==> src/rtl/fb_rect_writer.sv <==
// fb_rect_writer: fills a clipped axis-aligned rectangle of the frame buffer
// with one colour. It writes one pixel per clock in raster order on the BRAM
// write port and takes commands over a valid/ready handshake.
module fb_rect_writer #(
  parameter int FB_W   = 320,
  parameter int FB_H   = 240,
  parameter int ADDR_W = 17,
  parameter int DATA_W = 12
) (
  input  logic              clk,
  input  logic              rst,
  input  logic              cmd_valid,
  output logic              cmd_ready,
  input  logic [8:0]        cmd_x,
  input  logic [7:0]        cmd_y,
  input  logic [8:0]        cmd_w,
  input  logic [7:0]        cmd_h,
  input  logic [DATA_W-1:0] cmd_color,
  input  logic              wr_stall,
  output logic              wr_en,
  output logic [ADDR_W-1:0] wr_addr,
  output logic [DATA_W-1:0] wr_data,
  output logic              busy,
  output logic              done
);

  localparam logic [9:0]        FB_W10 = 10'(FB_W);
  localparam logic [9:0]        FB_H10 = 10'(FB_H);
  localparam logic [ADDR_W-1:0] FB_WA  = ADDR_W'(FB_W);

  typedef enum logic [1:0] {IDLE, SETUP, FILL, DONE} state_t;

  state_t              state_q, state_d;
  logic [8:0]          x_q, x_d, w_q, w_d, col_q, col_d;
  logic [7:0]          y_q, y_d, h_q, h_d, row_q, row_d;
  logic [9:0]          x_end_q, x_end_d, y_end_q, y_end_d;
  logic [ADDR_W-1:0]   row_base_q, row_base_d, wr_addr_q, wr_addr_d;
  logic [DATA_W-1:0]   wr_data_q, wr_data_d;
  logic                wr_en_q, wr_en_d, done_q, done_d;
  logic                cmd_ready_q, cmd_ready_d, busy_q, busy_d;

  // Clip arithmetic is 10 bits wide, so x+w and y+h cannot overflow.
  logic [9:0]          x_sum, y_sum, x_lim, y_lim;
  logic                empty;
  logic [ADDR_W-1:0]   y_base;

  assign x_sum  = {1'b0, x_q} + {1'b0, w_q};
  assign y_sum  = {2'b0, y_q} + {2'b0, h_q};
  assign x_lim  = (x_sum > FB_W10) ? FB_W10 : x_sum;
  assign y_lim  = (y_sum > FB_H10) ? FB_H10 : y_sum;
  assign empty  = (w_q == '0) || (h_q == '0) ||
                  ({1'b0, x_q} >= FB_W10) || ({2'b0, y_q} >= FB_H10);
  // Constant multiply; synthesis reduces it to a shift-add.
  assign y_base = ADDR_W'(y_q) * FB_WA;

  // Next-state and registered-output logic for the fill sequencer.
  always_comb begin
    state_d    = state_q;
    x_d        = x_q;
    y_d        = y_q;
    w_d        = w_q;
    h_d        = h_q;
    col_d      = col_q;
    row_d      = row_q;
    x_end_d    = x_end_q;
    y_end_d    = y_end_q;
    row_base_d = row_base_q;
    wr_addr_d  = wr_addr_q;
    wr_data_d  = wr_data_q;
    wr_en_d    = wr_en_q;
    done_d     = 1'b0;
    unique case (state_q)
      IDLE: begin
        if (cmd_valid && cmd_ready_q) begin
          x_d       = cmd_x;
          y_d       = cmd_y;
          w_d       = cmd_w;
          h_d       = cmd_h;
          wr_data_d = cmd_color;
          state_d   = SETUP;
        end
      end
      SETUP: begin
        x_end_d = x_lim - 10'd1;
        y_end_d = y_lim - 10'd1;
        if (empty) begin
          done_d  = 1'b1;
          state_d = DONE;
        end else begin
          col_d      = x_q;
          row_d      = y_q;
          row_base_d = y_base;
          wr_addr_d  = y_base + ADDR_W'(x_q);
          wr_en_d    = 1'b1;
          state_d    = FILL;
        end
      end
      FILL: begin
        // While stalled, address, data and enable all hold.
        if (wr_en_q && !wr_stall) begin
          if ({1'b0, col_q} < x_end_q) begin
            col_d     = col_q + 9'd1;
            wr_addr_d = wr_addr_q + ADDR_W'(1);
          end else if ({2'b0, row_q} < y_end_q) begin
            col_d      = x_q;
            row_d      = row_q + 8'd1;
            row_base_d = row_base_q + FB_WA;
            wr_addr_d  = row_base_q + FB_WA + ADDR_W'(x_q);
          end else begin
            wr_en_d = 1'b0;
            done_d  = 1'b1;
            state_d = DONE;
          end
        end
      end
      DONE: begin
        wr_en_d = 1'b0;
        state_d = IDLE;
      end
      default: state_d = IDLE;
    endcase
    cmd_ready_d = (state_d == IDLE);
    busy_d      = (state_d != IDLE);
  end

  // State and output registers; reset discards any command in flight.
  always_ff @(posedge clk or posedge rst) begin
    if (rst) begin
      state_q     <= IDLE;
      x_q         <= '0;
      y_q         <= '0;
      w_q         <= '0;
      h_q         <= '0;
      col_q       <= '0;
      row_q       <= '0;
      x_end_q     <= '0;
      y_end_q     <= '0;
      row_base_q  <= '0;
      wr_addr_q   <= '0;
      wr_data_q   <= '0;
      wr_en_q     <= 1'b0;
      done_q      <= 1'b0;
      cmd_ready_q <= 1'b1;
      busy_q      <= 1'b0;
    end else begin
      state_q     <= state_d;
      x_q         <= x_d;
      y_q         <= y_d;
      w_q         <= w_d;
      h_q         <= h_d;
      col_q       <= col_d;
      row_q       <= row_d;
      x_end_q     <= x_end_d;
      y_end_q     <= y_end_d;
      row_base_q  <= row_base_d;
      wr_addr_q   <= wr_addr_d;
      wr_data_q   <= wr_data_d;
      wr_en_q     <= wr_en_d;
      done_q      <= done_d;
      cmd_ready_q <= cmd_ready_d;
      busy_q      <= busy_d;
    end
  end

  assign cmd_ready = cmd_ready_q;
  assign wr_en     = wr_en_q;
  assign wr_addr   = wr_addr_q;
  assign wr_data   = wr_data_q;
  assign busy      = busy_q;
  assign done      = done_q;

endmodule
==> config.mk <==
export PLATFORM = sky130hd
export DESIGN_NAME = fb_rect_writer
export DESIGN_NICKNAME = d
export VERILOG_FILES = /design/src/rtl/fb_rect_writer.sv
export SDC_FILE = /design/constraint.sdc
export NUM_CORES = 1
export LEC_CHECK = 0
export ABC_AREA = 1
export BUFFER_PORTS_ARGS = -buffer_cell sky130_fd_sc_hd__buf_2
export CAP_MARGIN = 20
export CORE_UTILIZATION = 30
export DETAILED_ROUTE_END_ITERATION = 16
export PLACE_DENSITY = 0.54
export SKIP_LAST_GASP = 1
export SYNTH_ARGS = -nofsm -noshare
export SYNTH_HDL_FRONTEND = slang
export SYNTH_SLANG_ARGS = --single-unit
==> constraint.sdc <==
create_clock -name clk -period 2.9 [get_ports clk]
set_clock_uncertainty 0.05 [all_clocks]
set_input_delay 0 -clock clk [delete_from_list [all_inputs] [get_ports clk]]
set_output_delay 0 -clock clk [all_outputs]
set_load 0.1 [all_outputs]
==> results of run 1 <==
==> path summary, 6_finish.rpt <==
path,start,end,slack [ps],cells after the start
setup / recovery,h_q[0],y_end_q[2],200,17
hold / removal,rst,y_q[2],220,3
setup reg to reg,h_q[0],y_end_q[2],200,17
hold reg to reg,y_end_q[7],y_end_q[7],430,2
max in group asynchronous,rst,col_q[7],1780,4
min in group clk,cmd_w[4],w_q[4],300,3
==> flip-flops by register name, indices dropped and copies added (netlist names) <==
| signal | count |
|---|---|
| cmd_ready | 1 |
| state_q | 2 |
| w_q | 9 |
| x_end_q | 10 |
| y_q | 8 |
| col_q | 9 |
| done | 1 |
| row_base_q | 11 |
| busy | 1 |
| wr_addr | 17 |
| row_q | 8 |
| h_q | 8 |
| wr_en | 1 |
| y_end_q | 10 |
| wr_data | 12 |
| x_q | 9 |
==> cells by family after synthesis <==
| group | synth area share (%) |
|---|---|
| AOI/OAI and AO/OA | 10.8 |
| xor gates and xnor gates | 4.01 |
| adders and majority gates | 10.2 |
| buffers and inverters | 7.67 |
| DFF | 35.5 |
| muxes | 5.73 |
| and+or+nand+nor | 26.2 |
==> worst min-delay path: cells and delay by family <==
kind	cells	cell delay, ps
buf+inv	3	1180
==> per-stage QoR <==
stage / cell area, sq um / util, %
after global placement: 9210 / 34.2
after floorplan: 8260 / -
after detailed placement: 9210 / 34.2
after CTS: 10300 / 38.2
final: 10400 / 38.7
after global routing: 10400 / 38.7
==> cells in the mapped netlist (all sizes together), types with 2 or more instances <==
master,n
nand2,302
clkbuf,18
xnor2,10
or2,9
fa,4
ha,61
dfrtp,116
a21boi,3
inv,134
o41ai,2
buf,11
xor2,27
o31ai,2
nor4,6
o21bai,2
nor2,78
o211ai,12
nand4,15
a31oi,12
nor3,15
o21ai,76
nand3,69
mux2,42
o22ai,4
a21oi,37
==> metal layers <==
metal  vias up  global-route usage, %
li1       3847                      -
met1      3438                   22.1
met5         -                      0
met3        11                   2.77
met4         0                   4.03
met2       123                   25.5
==> timing repair <==
action                     4_1_cts  5_1_grt
setup buffers                    0        4
gates resized for setup          0       26
hold endpoints to repair        77        0
hold buffers                    49        0
setup endpoints to repair        0       13
==> layout make-up <==
class                           instances  area, sq um
Clock buffer                           21          480
Clock inverter                         11          124
Fill cell                            2770        16500
Inverter                              134          507
Multi-Input combinational cell        797         4800
Sequential cell                       117         2930
Tap cell                              341          427
Timing Repair Buffer                  163         1170
==> flow_summary.toml, run 1 <==
[min_path]
hp-class = "in2async"

[logic_synthesis]
synth_cells = 1077
synth-edff-count = 0
yosysSeqAreaShare_pct = 35.5
netlist_area_sq_um = 8260
synth_area_per_cell_sq_um = 7.67
ys_seq_elements = 117
ys_warn_count = 0
syn_nets = 1192
yosysTopAreaCellShare_pct = 35.1
synth_cell_types = 52
ys_async_sr_fraction_pct = 100
yosysTopAreaCell = "dfrtp_1"
synthTopCellsByArea = "dfrtp_1 35%, nand2_1 13%, ha_1 9.2%"
synth_ff_type = "dfrtp_1"

[setup_path]
worst_path_max_delay_cell = "dfrtp_1"
cp_data_arrival_time_ps = 2990
required_ps = 3180
critPathCaptureType = "register"
crit_buf_inv = 4
crit_type = "reg2reg"
cp_top_family = "simple AND/OR/NAND/NOR gates"
cpPeakStageDelay_ps = 380
path_max_fanout = 6
path_cells = "ha_2 -> inv_1 -> fa_2 -> inv_1 -> nand3_1 -> nand2_2 -> xor2_2 -> inv_1 -> nand2_1 -> nor2_1 -> nand3_1 -> nand2_1 -> inv_2 -> nand2_1 -> ha_2 -> or2_2 -> a31oi_1"
start_kind = "register"

[clocking]
cts_tree = "done"
htreeDepth = 4
clk_pin_slew_ps = 60
cts.sinks = 117
cts_root_buf = "clkbuf_16"
clock_latency_ps = 420
cts_buffers = 17
clk_path_buf_depth = 2

[timing]
worstMarginPinSlew_ps = 812
fin_crit_ps = 2700
fin_crit_sh_pct = 93.2
max_slew_margin_pct = 45.7
worst_slack_ps = 198
setup_violations = 0
fmax_mhz = 370
tns_ps = 0
slew_violations = 0
holdWs_ps = 220
finalHoldViolCount = 0

[drt]
dr.pass1.iters = 5
wl_per_cell_um = 13.7
initialDrtViolationCount = 439
met2WireLength_mm = 9.82
vias = 7419
met3WireLength_um = 716
m1WireLength_mm = 11.0
top_layer = "met4"
final_antenna_net_count = 0
drc = 0
routed_via_density = 4.68
wirelength_mm = 21.7

[placed_design]
routabilityCongestion = 0.794
dp_hpwl_mm = 16.4
dp.cells = 1499
post-place-ws_ps = 28.8
portBuffers = 82

[floorplan]
io_pins = 83
initial_utilization_pct = 30.6
rows = 60
die-area_sq_um = 28200
dieHeight_um = 168
core_area_sq_um = 27000
die_w_um = 168

[grt]
grt_pass1_vias = 7129
groute.usage.overall_pct = 15.9
grt_first_pass_wirelength_mm = 35.8
grt_max_degree = 51
globalRouteOverflowTotal = 0
antenna_found_initial = 0

[final_layout]
n_antenna_cell = 0
layout_common_cells = "285 x nand2_1, 125 x inv_1, 114 x dfrtp_1"
syn_to_final_growth_pct = 26.3
final_common_cell = "nand2_1"
nets = 1345
fin_cells = 1584
drive_above_1_share_pct = 20.6

[run]
maxCapViolCount = 0

[outcome]
status = "finished, final reports clean"
Power of run 1 is left out: the tool's default activity adds up to more than one toggle a clock period on the data nets, which glitch-free logic cannot reach.
==> run 2, diff against run 1 <==
Settings changed: CTS_BUF_LIST from default to sky130_fd_sc_hd__clkbuf_2.
==> run 2 against run 1 <==
Compared with the run above:
- register-to-register slack lost 40 ps
- fmax is 1.3% lower
- count of clock-buffer cells in the layout decreased by 4
- non-clock buffer count increased by 58
- sequential share of layout area shrank 0.54 points
- utilization is 0.79 points higher
- global-route usage rose by 0.27 points
- highest routed layer unchanged
- critical path type unchanged
- routed wire length increased by 2.3%
- critical path depth is 3 lower
- via count rose by 3.6%
- hold slack got worse by 50 ps
- final area increased by 2.1%
==> flow_summary.toml, run 2 (synthesis results as in run 1) <==
[drt]
initialDrtViolationCount = 411
drc = 0
final_antenna_net_count = 0
wirelength_mm = 22.2
wl_per_cell_um = 13.5
dr.pass1.iters = 6
routed_via_density = 4.68
vias = 7683

[timing]
fmax_mhz = 365
fin_crit_sh_pct = 94.4
setup_violations = 0
holdWs_ps = 170
slew_violations = 0
max_slew_margin_pct = 45.7
worstMarginPinSlew_ps = 813
finalHoldViolCount = 0
fin_crit_ps = 2740

[final_layout]
largest_register_ffs = 17
nets = 1403
final_common_cell = "nand2_1"
drive_above_1_share_pct = 20.6
syn_to_final_growth_pct = 28.9
fillers = 2783
layout_common_cells = "281 x nand2_1, 123 x inv_1, 112 x dfrtp_1"

[grt]
grt_max_degree = 51
grt_pass1_vias = 7359
grtUsageMet3_pct = 2.73
globalRouteOverflowTotal = 0
use_met1_pct = 22.4
met2_usage_pct = 26.3
grt_first_pass_wirelength_mm = 36.5
antenna_found_initial = 1
groute.usage.overall_pct = 16.2
busiest_layer = "met2"

[run]
maxCapViolCount = 0

[min_path]
hp-class = "in2reg"

[clocking]
cts_tree = "done"
clock_latency_ps = 710
cts_buffers = 17
clk_path_buf_depth = 2
cts_root_buf = "clkbuf_2"
htreeDepth = 4
cts.sinks = 117
clk_pin_slew_ps = 200

[setup_path]
cp_data_arrival_time_ps = 3300
start_kind = "register"
required_ps = 3460
crit_type = "reg2reg"
rrSetupSlack_ps = 160
critPathCaptureType = "register"
path_max_fanout = 6

[floorplan]
die-area_sq_um = 28200
io_pins = 83
die_w_um = 168
dieHeight_um = 168
rows = 60
core_area_sq_um = 27000
initial_utilization_pct = 30.6

[placed_design]
dp_hpwl_mm = 16.4
portBuffers = 82
routabilityCongestion = 0.794

[outcome]
status = "finished, final reports clean"
[run 2: changes by cell type in the layout (fill, tap and decap cells not counted), sizes merged]
cell         delta
buf             +6
clkbuf          -4
clkinv          +4
diode           +1
dlygate4sd3    +52
[run 2: area by class of cell]
cell class	instances	area, sq um	share of cell area [%]
multi-input cells	797	4820	45.3
flip-flops and latches	117	2930	27.6
repair buffers	221	1730	16.3
inverters	134	507	4.76
well taps	341	427	4.01
clock inverters	15	139	1.30
clock buffers	17	85.1	0.799
diodes	1	2.50	0.0235
[run 2: through the flow]
step / std cells / setup TNS, ps / cell area [sq um] / utilization (%) / setup WS (ps)
floorplan: 1077 / 0 / 8260 / - / 103
global placement: 1499 / 0 / 9210 / 34.2 / 82.6
detailed placement: 1499 / 0 / 9210 / 34.2 / 28.8
CTS: 1633 / 0 / 10500 / 38.8 / 11.2
global route: 1643 / -57.3 / 10600 / 39.5 / -39.3
finish: 1643 / 0 / 10600 / 39.5 / 162
[run 2: per-layer routing]
| metal | routed length (um) | share of wire [%] | vias up |
|---|---|---|---|
| li1 | - | - | 3962 |
| met1 | 11100 | 50 | 3565 |
| met2 | 10100 | 45 | 137 |
| met3 | 795 | 3.6 | 19 |
| met4 | 219 | 0.99 | 0 |
| met5 | 0 | 0 | - |
[run 2: worst max-delay path: stages (launching register included)]
cell and delay (ps):
dfrtp_2 510, ha_1 420, a21oi_2 240, nand2_2 100, xor2_2 210, inv_1 60, nand2_1 50, nor2_1 40
nand3_1 110, nand2_1 70, inv_2 90, nand2_2 70, ha_4 180, or2_2 280, a31oi_1 150
[run 2: worst paths after layout]
| kind | cells past startpoint | endpoint | from |
|---|---|---|---|
| setup / recovery | 14 | y_end_q[2] | y_q[3] |
| hold / removal | 5 | done | wr_stall |
| setup reg to reg | 14 | y_end_q[2] | y_q[3] |
| hold reg to reg | 2 | y_end_q[6] | y_end_q[6] |
| max in group asynchronous | 5 | col_q[7] | rst |
| min in group asynchronous | 4 | h_q[0] | rst |
[run 2: repair_timing]
item	4_1_cts	5_1_grt
setup buffers	1	9
gates resized for setup	1	36
endpoints found under the hold margin	169	0
pin swaps	0	12
endpoints found under the setup margin	2	13
hold buffers	101	0
Power of run 2 is left out for the same reason.
==> run 3, diff against run 2 <==
Settings changed: BUFFER_PORTS_ARGS -buffer_cell sky130_fd_sc_hd__buf_2 to default, CORE_UTILIZATION 30 to 60, DONT_BUFFER_PORTS from default to 1, PLACE_DENSITY 0.54 to 0.85.
==> run 3 against run 2 <==
Compared with the run above:
- the run now ends with negative setup slack left
- worst setup slack got worse by 290 ps
- final area fell by 4.9%
- non-clock buffer count shrank 70
- critical endpoint is now y_end_q[4]
- highest routed layer unchanged
==> flow_summary.toml, run 3 (synthesis results as in run 1) <==
[final_layout]
nets = 1333
final_common_cell = "nand2_1"
regArea_sq_um = 2940
largest_register_ffs = 17
multi_input_comb_area_sq_um = 4820
layout_common_cells = "282 x nand2_1, 123 x inv_1, 108 x dfrtp_1"
fillers = 924
drive_above_1_share_pct = 16.4
syn_to_final_growth_pct = 22.6

[clocking]
htreeDepth = 4
cts_tree = "done"
cts_buffers = 17
cts_root_buf = "clkbuf_2"
cts.sinks = 117
clk_path_buf_depth = 2
clock_latency_ps = 750
clk_pin_slew_ps = 190

[floorplan]
rows = 42
die-area_sq_um = 14200
initial_utilization_pct = 61.9
dieHeight_um = 119
die_w_um = 119
core_area_sq_um = 13300
io_pins = 83

[timing]
worst_slack_ps = -132
slew_violations = 0
finalHoldViolCount = 0
tns_ps = -132
setup_violations = 1
max_slew_margin_pct = 37.8
worstMarginPinSlew_ps = 933
fin_crit_ps = 3030
fin_crit_sh_pct = 105
fmax_mhz = 330

[grt]
antenna_found_initial = 0
grt_pass1_vias = 7616
grt_max_degree = 68
groute.usage.overall_pct = 32.3
globalRouteOverflowTotal = 0
grt_first_pass_wirelength_mm = 36.0

[setup_path]
critPathCaptureType = "register"
crit_type = "reg2reg"
start_kind = "register"
startpoint = "h_q[0]"
r2r_start = "h_q[0]"
path_max_fanout = 6
cp_data_arrival_time_ps = 3610
required_ps = 3480

[drt]
dr.pass1.iters = 7
initialDrtViolationCount = 806
final_antenna_net_count = 0
vias = 8175
wl_per_cell_um = 17.0
routed_via_density = 5.80
wirelength_mm = 23.9
drc = 0

[placed_design]
routabilityCongestion = 0.886
dp_hpwl_mm = 14.4
portBuffers = 0

[run]
maxCapViolCount = 0

[outcome]
status = "complete, but fails checks"
violations = "negative setup slack"

[min_path]
hp-class = "in2reg"
hp-start = "wr_stall"
run 3: final cells by class:
cell class                      instances  area share (%)
Antenna cell                            2          0.0494
Inverter                              134            5.00
Timing Repair Buffer                  151            13.9
Clock inverter                         14            1.36
Tap cell                              176            2.17
Multi-Input combinational cell        797            47.6
Clock buffer                           18           0.890
Sequential cell                       117            29.0
run 3: path summary, 6_finish.rpt:
path / depth (start not counted) / slack [ps] / endpoint
setup / recovery: 19 / -130 / y_end_q[4]
hold / removal: 4 / 50 / done
setup reg to reg: 19 / -130 / y_end_q[4]
hold reg to reg: 2 / 460 / x_end_q[6]
max in group asynchronous: 4 / 1370 / y_q[5]
min in group asynchronous: 4 / 360 / y_q[4]
run 3: metal layers:
layer  global-route usage [%]  wire length, um  vias to the layer above
met5                    0.735                0                        -
met4                     13.7             1100                        0
met3                     6.94             2010                      126
met2                     54.9            11300                      451
met1                     39.4             9580                     3772
li1                         -                -                     3826
run 3: metrics by stage:
| step | cell area (sq um) | hold slack, ps | cells | util [%] | setup WS [ps] |
|---|---|---|---|---|---|
| floorplan | 8260 | 101 | 1077 | - | 103 |
| global placement | 8670 | -167 | 1263 | 65.0 | 89.4 |
| detailed placement | 8670 | -167 | 1263 | 65.0 | 4.13 |
| CTS | 9890 | 5.21 | 1394 | 74.1 | 22.4 |
| global route | 10100 | 15.1 | 1407 | 75.8 | -271 |
| finish | 10100 | 53.4 | 1409 | 75.9 | -132 |
run 3: what timing repair did:
action                     in CTS  in global routing
gates resized for setup         1                 41
setup endpoints to repair       1                 15
setup buffers                   1                 13
pin swaps                       0                 21
hold buffers                   98                  0
hold endpoints to repair      170                  0
run 3: critical path: stages (launching register included):
cell     delay [ps]
dfrtp_1         470
ha_4            180
inv_2            40
fa_2            390
inv_1           100
nand3_1          80
nand2_1         140
xor2_2          190
inv_1            70
nand2_1          60
nor2_1           40
nand3_1         140
nand2_1          80
inv_2           100
nand2_2          80
ha_4            180
nand3_1         120
nand2_1          80
a21oi_1         230
nor2_1          100
Power of run 3 is left out for the same reason.
